<file path="src/rtl/register_pkg.sv">
// Shared types for the general register file.
// Holds access sizes, lane masks and register names.
package register_pkg;

  typedef enum logic [1:0] {
    SIZE_8  = 2'd0,
    SIZE_16 = 2'd1,
    SIZE_32 = 2'd2
  } access_size_t;

  localparam int EAX = 0;
  localparam int EBX = 1;
  localparam int ECX = 2;
  localparam int EDX = 3;
  localparam int ESI = 4;
  localparam int EDI = 5;
  localparam int EBP = 6;
  localparam int ESP = 7;

  // Byte lanes touched by an access; high selects the 15:8 alias.
  function automatic logic [3:0] lane_mask(
    input access_size_t size,
    input logic         high
  );
    logic [3:0] m;
    m = 4'b0000;
    unique case (1'b1)
      size == SIZE_8:  m = high ? 4'b0010 : 4'b0001;
      size == SIZE_16: m = 4'b0011;
      size == SIZE_32: m = 4'b1111;
      default:         m = 4'b0000;
    endcase
    return m;
  endfunction

endpackage

</file>
<file path="src/rtl/register_read_port.sv">
// One read port of the register file.
// Extracts the sized field and registers the response.
module register_read_port
  import register_pkg::*;
(
  input  logic         clock,
  input  logic         reset,
  input  logic         accept,
  input  access_size_t size,
  input  logic         high,
  input  logic [31:0]  word,
  output logic         rsp_valid,
  output logic [31:0]  rsp_data
);

  logic [31:0] data;

  // Zero-extend the selected field of the source word.
  always_comb begin
    data = '0;
    unique case (1'b1)
      size == SIZE_8:  data[7:0]  = high ? word[15:8] : word[7:0];
      size == SIZE_16: data[15:0] = word[15:0];
      default:         data       = word;
    endcase
  end

  // Response one cycle after accept; data holds between reads.
  always_ff @(posedge clock or negedge reset) begin
    if (!reset) begin
      rsp_valid <= 1'b0;
      rsp_data  <= '0;
    end else begin
      rsp_valid <= accept;
      if (accept)
        rsp_data <= data;
    end
  end

endmodule

</file>
<file path="src/rtl/general_register_file.sv">
// Multi-port register file with busy scoreboard.
// Byte-lane merged writes are forwarded to same-cycle reads.
module general_register_file
  import register_pkg::*;
#(
  parameter int REG_COUNT   = 8,
  parameter int READ_PORTS  = 2,
  parameter int WRITE_PORTS = 2,
  localparam int IW = $clog2(REG_COUNT)
) (
  input  logic           clock,
  input  logic           reset,
  input  logic           wr_valid     [WRITE_PORTS],
  input  logic [IW-1:0]  wr_index     [WRITE_PORTS],
  input  access_size_t   wr_size      [WRITE_PORTS],
  input  logic [31:0]    wr_data      [WRITE_PORTS],
  input  logic           wr_release   [WRITE_PORTS],
  input  logic           rd_req_valid [READ_PORTS],
  output logic           rd_req_ready [READ_PORTS],
  input  logic [IW-1:0]  rd_index     [READ_PORTS],
  input  access_size_t   rd_size      [READ_PORTS],
  output logic           rd_rsp_valid [READ_PORTS],
  output logic [31:0]    rd_rsp_data  [READ_PORTS],
  input  logic           rsv_valid,
  input  logic [IW-1:0]  rsv_index,
  output logic           rsv_ready,
  output logic [REG_COUNT-1:0] busy
);

  function automatic logic in_range(input logic [IW-1:0] idx);
    return int'(idx) < REG_COUNT;
  endfunction

  function automatic logic high_byte(
    input access_size_t s,
    input logic [IW-1:0] idx
  );
    return s == SIZE_8 && int'(idx) >= 4 && int'(idx) < 8;
  endfunction

  function automatic logic [IW-1:0] map_index(
    input access_size_t s,
    input logic [IW-1:0] idx
  );
    return high_byte(s, idx) ? (idx & ~IW'(4)) : idx;
  endfunction

  logic [31:0]          regs      [REG_COUNT];
  logic [31:0]          regs_next [REG_COUNT];
  logic [3:0]           w_mask    [WRITE_PORTS];
  logic [31:0]          w_data    [WRITE_PORTS];
  logic [IW-1:0]        w_phys    [WRITE_PORTS];
  logic [REG_COUNT-1:0] release_hit;
  logic [REG_COUNT-1:0] busy_next;

  // Per-port lane mask, target register and lane-aligned data.
  always_comb begin
    for (int p = 0; p < WRITE_PORTS; p++) begin
      w_phys[p] = map_index(wr_size[p], wr_index[p]);
      w_mask[p] = (wr_valid[p] && in_range(wr_index[p]))
                ? lane_mask(wr_size[p],
                            high_byte(wr_size[p], wr_index[p]))
                : 4'b0000;
      w_data[p] = high_byte(wr_size[p], wr_index[p])
                ? {wr_data[p][23:0], 8'h00}
                : wr_data[p];
    end
  end

  // Lane merge; later (higher) ports overwrite earlier ones.
  always_comb begin
    regs_next = regs;
    for (int p = 0; p < WRITE_PORTS; p++)
      for (int b = 0; b < 4; b++)
        if (w_mask[p][b])
          regs_next[w_phys[p]][b*8 +: 8] = w_data[p][b*8 +: 8];
  end

  // Registers released by a write this cycle.
  always_comb begin
    release_hit = '0;
    for (int p = 0; p < WRITE_PORTS; p++)
      if (wr_valid[p] && wr_release[p] && in_range(wr_index[p]))
        release_hit[wr_index[p]] = 1'b1;
  end

  assign rsv_ready = !in_range(rsv_index) ||
                     !busy[rsv_index] ||
                     release_hit[rsv_index];

  // Release first, then reserve, so a same-cycle pair stays busy.
  always_comb begin
    busy_next = busy & ~release_hit;
    if (rsv_valid && rsv_ready && in_range(rsv_index))
      busy_next[rsv_index] = 1'b1;
  end

  // Storage and scoreboard state.
  always_ff @(posedge clock or negedge reset) begin
    if (!reset) begin
      regs <= '{default: '0};
      busy <= '0;
    end else begin
      regs <= regs_next;
      busy <= busy_next;
    end
  end

  for (genvar i = 0; i < READ_PORTS; i++) begin : g_rd
    logic        ok;
    logic        hi;
    logic [31:0] word;

    assign ok   = in_range(rd_index[i]);
    assign hi   = high_byte(rd_size[i], rd_index[i]);
    assign word = ok ? regs_next[map_index(rd_size[i], rd_index[i])]
                     : 32'h0;

    assign rd_req_ready[i] = !ok || !busy[rd_index[i]] ||
                             release_hit[rd_index[i]];

    register_read_port u_port (
      .clock     (clock),
      .reset     (reset),
      .accept    (rd_req_valid[i] && rd_req_ready[i]),
      .size      (rd_size[i]),
      .high      (hi),
      .word      (word),
      .rsp_valid (rd_rsp_valid[i]),
      .rsp_data  (rd_rsp_data[i])
    );
  end

endmodule

</file>
<file path="config.mk">
export PLATFORM = sky130hd
export DESIGN_NAME = general_register_file
export DESIGN_NICKNAME = d
export VERILOG_FILES = /design/src/rtl/register_pkg.sv /design/src/rtl/register_read_port.sv /design/src/rtl/general_register_file.sv
export SDC_FILE = /design/constraint.sdc
export NUM_CORES = 1
export LEC_CHECK = 0
export CORE_UTILIZATION = 61
export CTS_BUF_LIST = sky130_fd_sc_hd__clkbuf_4
export CTS_CLUSTER_SIZE = 10
export DETAILED_ROUTE_END_ITERATION = 12
export PLACE_DENSITY = 0.83
export RECOVER_POWER = 50
export SYNTH_ARGS = -nofsm -noshare
export SYNTH_HDL_FRONTEND = slang
export SYNTH_SLANG_ARGS = --single-unit
</file>
<file path="constraint.sdc">
create_clock -name clock -period 2.4 [get_ports clock]
set_input_delay 0.24 -clock clock [delete_from_list [all_inputs] [get_ports clock]]
set_output_delay 0.24 -clock clock [all_outputs]
set_load 0.02 [all_outputs]
</file>
==> implementation parameters, run 1 <==
Parameter                              Value

Synth
  Share of the yosys chip area belonging to registers ... 0.372
  Nets in the synthesized netlist ... about 2500
  Synth Flop Type ... dfrtp_1
  Unique masters post-synth ... 94
  Warning count from the yosys run ... 0
  Average footprint of a synthesized cell ... 9.19 µm²
  Asr flop ratio synth ... 1.00
  Register bit total from synthesis ... 330
  Number of flops mapped to enable cells by yosys ... 0
  Gate count of the mapped netlist ... between 2000 and 2500
  Post-Syn Area ... 22200 µm²

Outcome
  Fail Step ... 5_1_grt
  First error in the log ... [ERROR GRT-0232] Routing congestion too high. Check the congestion heatmap in the GUI.
  Result of the run ... stopped before the end

CTS
  CTS Buf Count ... slightly above 90
  Maximum buffer depth of the clock tree ... 3
  TritonCTS sink count ... 330
  Buffer cell driving the clock tree root ... clkbuf_4
  H-tree depth reported by CTS ... 3

Floorplanning
  Die X ... approximately 190 µm
  Initial cell density of the core ... 0.622
  Top-Level Pins ... roughly 170
  Total number of placement rows ... just under 70
  Die Ht ... 193 µm

GRT
  Leftover overflow at the end of global routing ... between 100 and 150
  Overall global routing resource usage ... 0.777
  Maximum number of pins on one net before global-route repair ... 56

Placed design
  Half-perimeter wire length of the detailed placement result ... approximately 80 mm
  Count of buffers from port buffering ... approximately 170
  Count of placed standard cells including taps ... approximately 3500
  Weighted congestion reported at the end of routability-driven placement ... around 1.2

Timing
  Category of the worst endpoint ... top-level output
  Worst setup endpoint after the global-route repair_timing ... rsv_ready
==> kinds of logic after synthesis <==
family | after synthesis | synth area share
XOR/XNOR | 1 | 0.000395
multiplexers | 216 | 0.123
AO/OA/AOI/OAI | 901 | 0.279
flip-flops | 330 | 0.372
AND/OR/NAND/NOR | 657 | 0.158
buffers and inverters | 305 | 0.0632
adder cells (fa/ha/maj) | 6 | 0.00338
==> cell usage after synthesis (30+ instances only) <==
cell      instances  area share
a21boi_0         43       0.015
a21oi_1         112       0.025
a22o_1           46       0.018
a22oi_1          44       0.015
a31oi_1          36       0.010
and3_1           54       0.015
buf_2            55       0.012
clkbuf_1        163       0.028
dfrtp_1         330        0.37
mux2i_1         164       0.074
mux4_2           43       0.044
nand2_1         204       0.035
nor2_1          105       0.018
nor3_1           30      0.0068
nor4_1           91       0.026
o211ai_1        145       0.049
o21ai_0         135       0.030
o21ai_1          59       0.013
o22ai_1          40       0.011
o31ai_1         102       0.035
or2_2            37       0.010
==> routing by layer <==
layer	track usage	GRT overflow
met5	0.283	0
met4	0.770	63
met3	0.638	4
met2	0.935	62
met1	0.777	5
==> timing repair <==
action	4_1_cts
setup buffers	18
hold buffers	2
hold endpoints to repair	330
gates cloned	0
resized for setup	77
setup endpoints to repair	65
pin swaps	9
==> per-stage QoR <==
stage	cell area (µm²)	worst slack (ns)
CTS	30900	-0.423
detailed placement	29300	-1.05
global placement	29300	-1.05
floorplan	22300	-0.0754
==> run 2: changes to the inputs <==
CORE_UTILIZATION = 40   (was 61)
CTS_BUF_LIST = default   (was sky130_fd_sc_hd__clkbuf_4)
CTS_CLUSTER_SIZE = default   (was 10)
PLACE_DENSITY = default   (was 0.83)
PLACE_DENSITY_LB_ADDON = 0.15   (was default)
==> run 2 against run 1 <==
Net effect: the flow now finishes, with violations (max-capacitance violations, max-slew violations, negative setup slack); synthesized area unchanged; synthesized cell count stayed put.
==> implementation parameters, run 2 <==
Parameter                              Value

Layout
  Fillers ... 4654
  Leading registers by flop count ... regs: 256 flops, g_rd.u_port.rsp_data: 64 flops, busy: 8 flops
  Register Area ... 8260 µm²
  Most used cells in the layout excluding fill and tap cells ... buf_4 (709), dfrtp_1 (330), nand2_1 (198), mux2i_1 (159), clkdlybuf4s50_1 (151)
  Most common cell after layout, fill and taps aside ... buf_4
  Number of flip-flops under the largest register name ... 256
  Final Net Count ... between 3000 and 4000
  Multi-input combinational cell area ... roughly 14000 µm²
  Share of final-layout standard cells stronger than drive strength 1 ... 0.370
  Register containing the most flip-flops in the final layout ... regs
  Relative area change from synthesis to final layout ... 50.2%
  Summed area of non-filler cells in the final layout ... approximately 33000 µm²

Floorplanning
  Total number of placement rows ... 85 (was 69)
  Initial cell density of the core ... 0.408 (was 0.622)
  Placeable core region ... about 54000 µm²
  Die Ht ... 238 µm (was 193 µm)
  Die X ... 238 µm (was 193 µm)
  Top-Level Pins ... 173 (unchanged)
  Floorplan die area ... 56400 µm²

Synth
  Number of flops mapped to enable cells by yosys ... 0 (unchanged)
  Complex-gate fraction of the synthesized area ... 0.279 (unchanged)
  Register bit total from synthesis ... 330 (unchanged)
  Post-Syn Area ... 22200 µm² (unchanged)
  Post-Synth Simple-Gate Area ... 0.158 (unchanged)
  Warning count from the yosys run ... 0 (unchanged)
  Portion of netlist area occupied by mux cells ... 0.123 (unchanged)
  Asr flop ratio synth ... 1.00 (unchanged)
  Nets in the synthesized netlist ... 2518 (unchanged)
  Top cell types by occurrence after synthesis ... dfrtp_1 (330), nand2_1 (204), mux2i_1 (164) (unchanged)
  Area fraction of the dominant cell type after synthesis ... 0.372 (unchanged)
  Gate count of the mapped netlist ... 2416 (unchanged)
  Most common cell in the synthesized netlist ... dfrtp_1 (unchanged)
  Average footprint of a synthesized cell ... 9.19 µm² (unchanged)
  Post-Synth XOR/XNOR Area ... 0.000395 (unchanged)
  Synthesized-area fraction occupied by adder cells ... 0.00338 (unchanged)
  Ranking of synthesized cells by area ... dfrtp_1 (37%), mux2i_1 (7.4%), o211ai_1 (4.9%) (unchanged)
  Synth Flop Type ... dfrtp_1 (unchanged)
  Main combinational cell family by area after synthesis ... compound AO/OA/AOI/OAI gates (unchanged)
  Unique masters post-synth ... 94 (unchanged)
  Most area-hungry cell type in the Yosys netlist ... dfrtp_1 (unchanged)
  Share of the yosys chip area belonging to registers ... 0.372 (unchanged)

Pwr
  Leakage Power ... 14.0 nW
  Worst supply voltage drop on vdd ... a little over 0.7 mV
  Power per cell area ... approximately 770 nW/µm²

Timing
  Tightest Pin Transition ... 2.06 ns
  Clk_skew ... approximately 0.023 ns
  Final clock period utilization by the worst path ... 1.01
  Total setup violations reported at the end of the flow ... 2
  Total negative setup slack ... -0.0394 ns
  Final Max Tran Viols ... 29
  Timing-limited maximum frequency ... 413 MHz
  Relative slew slack ... -0.378
  RSZ-0062 raised after global routing ... true
  Period minus WS final ... between 2 and 2.5 ns
  Number of hold-slack violations in the final timing report ... 0
  Setup WS post-layout ... -0.0221 ns

Placed design
  Half-perimeter wire length of the detailed placement result ... 89.4 mm (was 79.7 mm)
  Placed standard-cell area ... 30500 µm² (was 29300 µm²)
  Weighted congestion reported at the end of routability-driven placement ... 1.01 (was 1.16)
  Count of buffers from port buffering ... 172 (unchanged)
  Pre-CTS WS ... -1.35 ns (was -1.05 ns)

GRT
  Leftover overflow at the end of global routing ... 0
  Overall global routing resource usage ... 0.424
  Maximum number of pins on one net before global-route repair ... 66
  Vias in the first global route ... approximately 25000
  Initial antenna violation count ... 4
  First-pass GRT wire length ... about 170 mm

Setup path
  Maximum fanout count along the critical path ... 6
  Endpoint arrival time on the critical path ... between 2 and 3 ns
  Required time at the worst-slack endpoint ... around 2.9 ns
  CP Capture Type ... register
  Worst setup SP type ... input port
  CP Class ... input port to register

CTS
  CTS tree ... done
  Maximum buffer depth of the clock tree ... 3 (unchanged)
  Latest clock arrival within the worst-skew pair ... 0.59 ns
  TritonCTS sink count ... 330 (unchanged)
  CTS Buf Count ... 41 (was 92)
  Buffer cell driving the clock tree root ... clkbuf_16 (was clkbuf_4)
  Clk pin slew, worst setup/hold paths ... approximately 0.06 ns
  H-tree depth reported by CTS ... 2 (was 3)

Routing
  Final Routed Wirelength ... around 120 mm
  Via count normalized by instance count ... approximately 6.5
  Detailed-route wire length per cell ... slightly above 30 µm
  Count of unresolved DRC violations after routing ... 0
  Final antenna-violating net count ... 0
  Number of design-rule violations left by the first detailed-router iteration ... around 2700
  Number of vias in the routed layout ... around 26000
  TritonRoute pass-1 iters ... 6

Min path
  Kind of path behind the tightest hold check ... input port to register

Outcome
  Violated checks ... max-capacitance violations, max-slew violations, negative setup slack
  Result of the run ... complete, but fails checks (was stopped before the end)

Job
  Max-capacitance violation count ... 1
run 2: critical path: stages:
cell and delay, ns:
buf_4 0.14, buf_4 0.14, ha_4 0.16, or4b_4 0.55, buf_12 0.19, buf_12 0.13, nor4_1 0.28, o31ai_1 0.15
mux2i_1 0.33, buf_4 0.19, mux2i_1 0.06, o22ai_1 0.20, o21ai_1 0.10
run 2: path summary, 6_finish.rpt:
path	start	endpoint	slack, ns	cells past startpoint
max	wr_size[2]	g_rd[0].u_port.rsp_data[5]	-0.02	13
min	wr_release[0]	busy[1]	0.27	4
max reg2reg	busy[4]	g_rd[1].u_port.rsp_data[30]	0.06	9
min reg2reg	g_rd[0].u_port.rsp_data[29]	g_rd[0].u_port.rsp_data[29]	0.48	2
max in group asynchronous	reset	regs[25]	0.25	3
min in group asynchronous	reset	regs[125]	0.83	2
run 2: where the power goes:
group          leakage, nW  switching, mW  internal (mW)  total [mW]
registers             4.09          0.726           7.23        7.95
logic                 9.27           5.93           5.34        11.3
clock network        0.655           2.68           3.65        6.32
total                 14.0           9.33           16.2        25.5
run 2: timing repair:
item / in CTS / in global routing
hold buffers: 1 / 0
resized for setup: 158 / 122
pin swaps: 25 / 35
cloned: 1 / 2
setup buffers: 25 / 11
setup endpoints to repair: 80 / 64
hold endpoints to repair: 328 / 0
run 2: routing by layer:
| layer | share of wire | vias to the layer above | track usage |
|---|---|---|---|
| met4 | 0.087 | 2 | 0.309 |
| met1 | 0.37 | 12600 | 0.514 |
| li1 | - | 10800 | - |
| met2 | 0.46 | 1644 | 0.683 |
| met5 | 0.00011 | - | 0 |
| met3 | 0.083 | 463 | 0.0693 |
run 2: kinds of logic (layout without fill, tap and decap cells):
kind of cell	count (synthesis)	in the layout
buffers and inverters	305	1087
other	0	2
DFF	330	330
muxes	216	216
adders and majority gates	6	6
xor gates and xnor gates	1	1
AOI/OAI and AO/OA	901	901
and+or+nand+nor	657	657
run 2: area by class of cell:
| class | instances | share of cell area |
|---|---|---|
| clock buffers | 59 | 0.0355 |
| clock inverters | 13 | 0.00432 |
| well taps | 739 | 0.0277 |
| repair buffers | 987 | 0.270 |
| diodes | 2 | 0.000150 |
| multi-input cells | 1781 | 0.411 |
| flip-flops and latches | 330 | 0.248 |
| inverters | 28 | 0.00330 |
run 2: metrics by stage:
step / utilization / power, mW / std cells / hold slack (ns)
floorplan: - / 12.6 / 2416 / -0.0556
global placement: 0.562 / 18.3 / 3828 / 0.145
CTS: 0.602 / 25.1 / 3925 / 0.142
finish: 0.613 / 25.5 / 3939 / 0.268
detailed placement: 0.562 / 18.4 / 3828 / 0.145
global route: 0.613 / 26.4 / 3937 / 0.322
No activity file was read; power rests on OpenSTA's default activity.
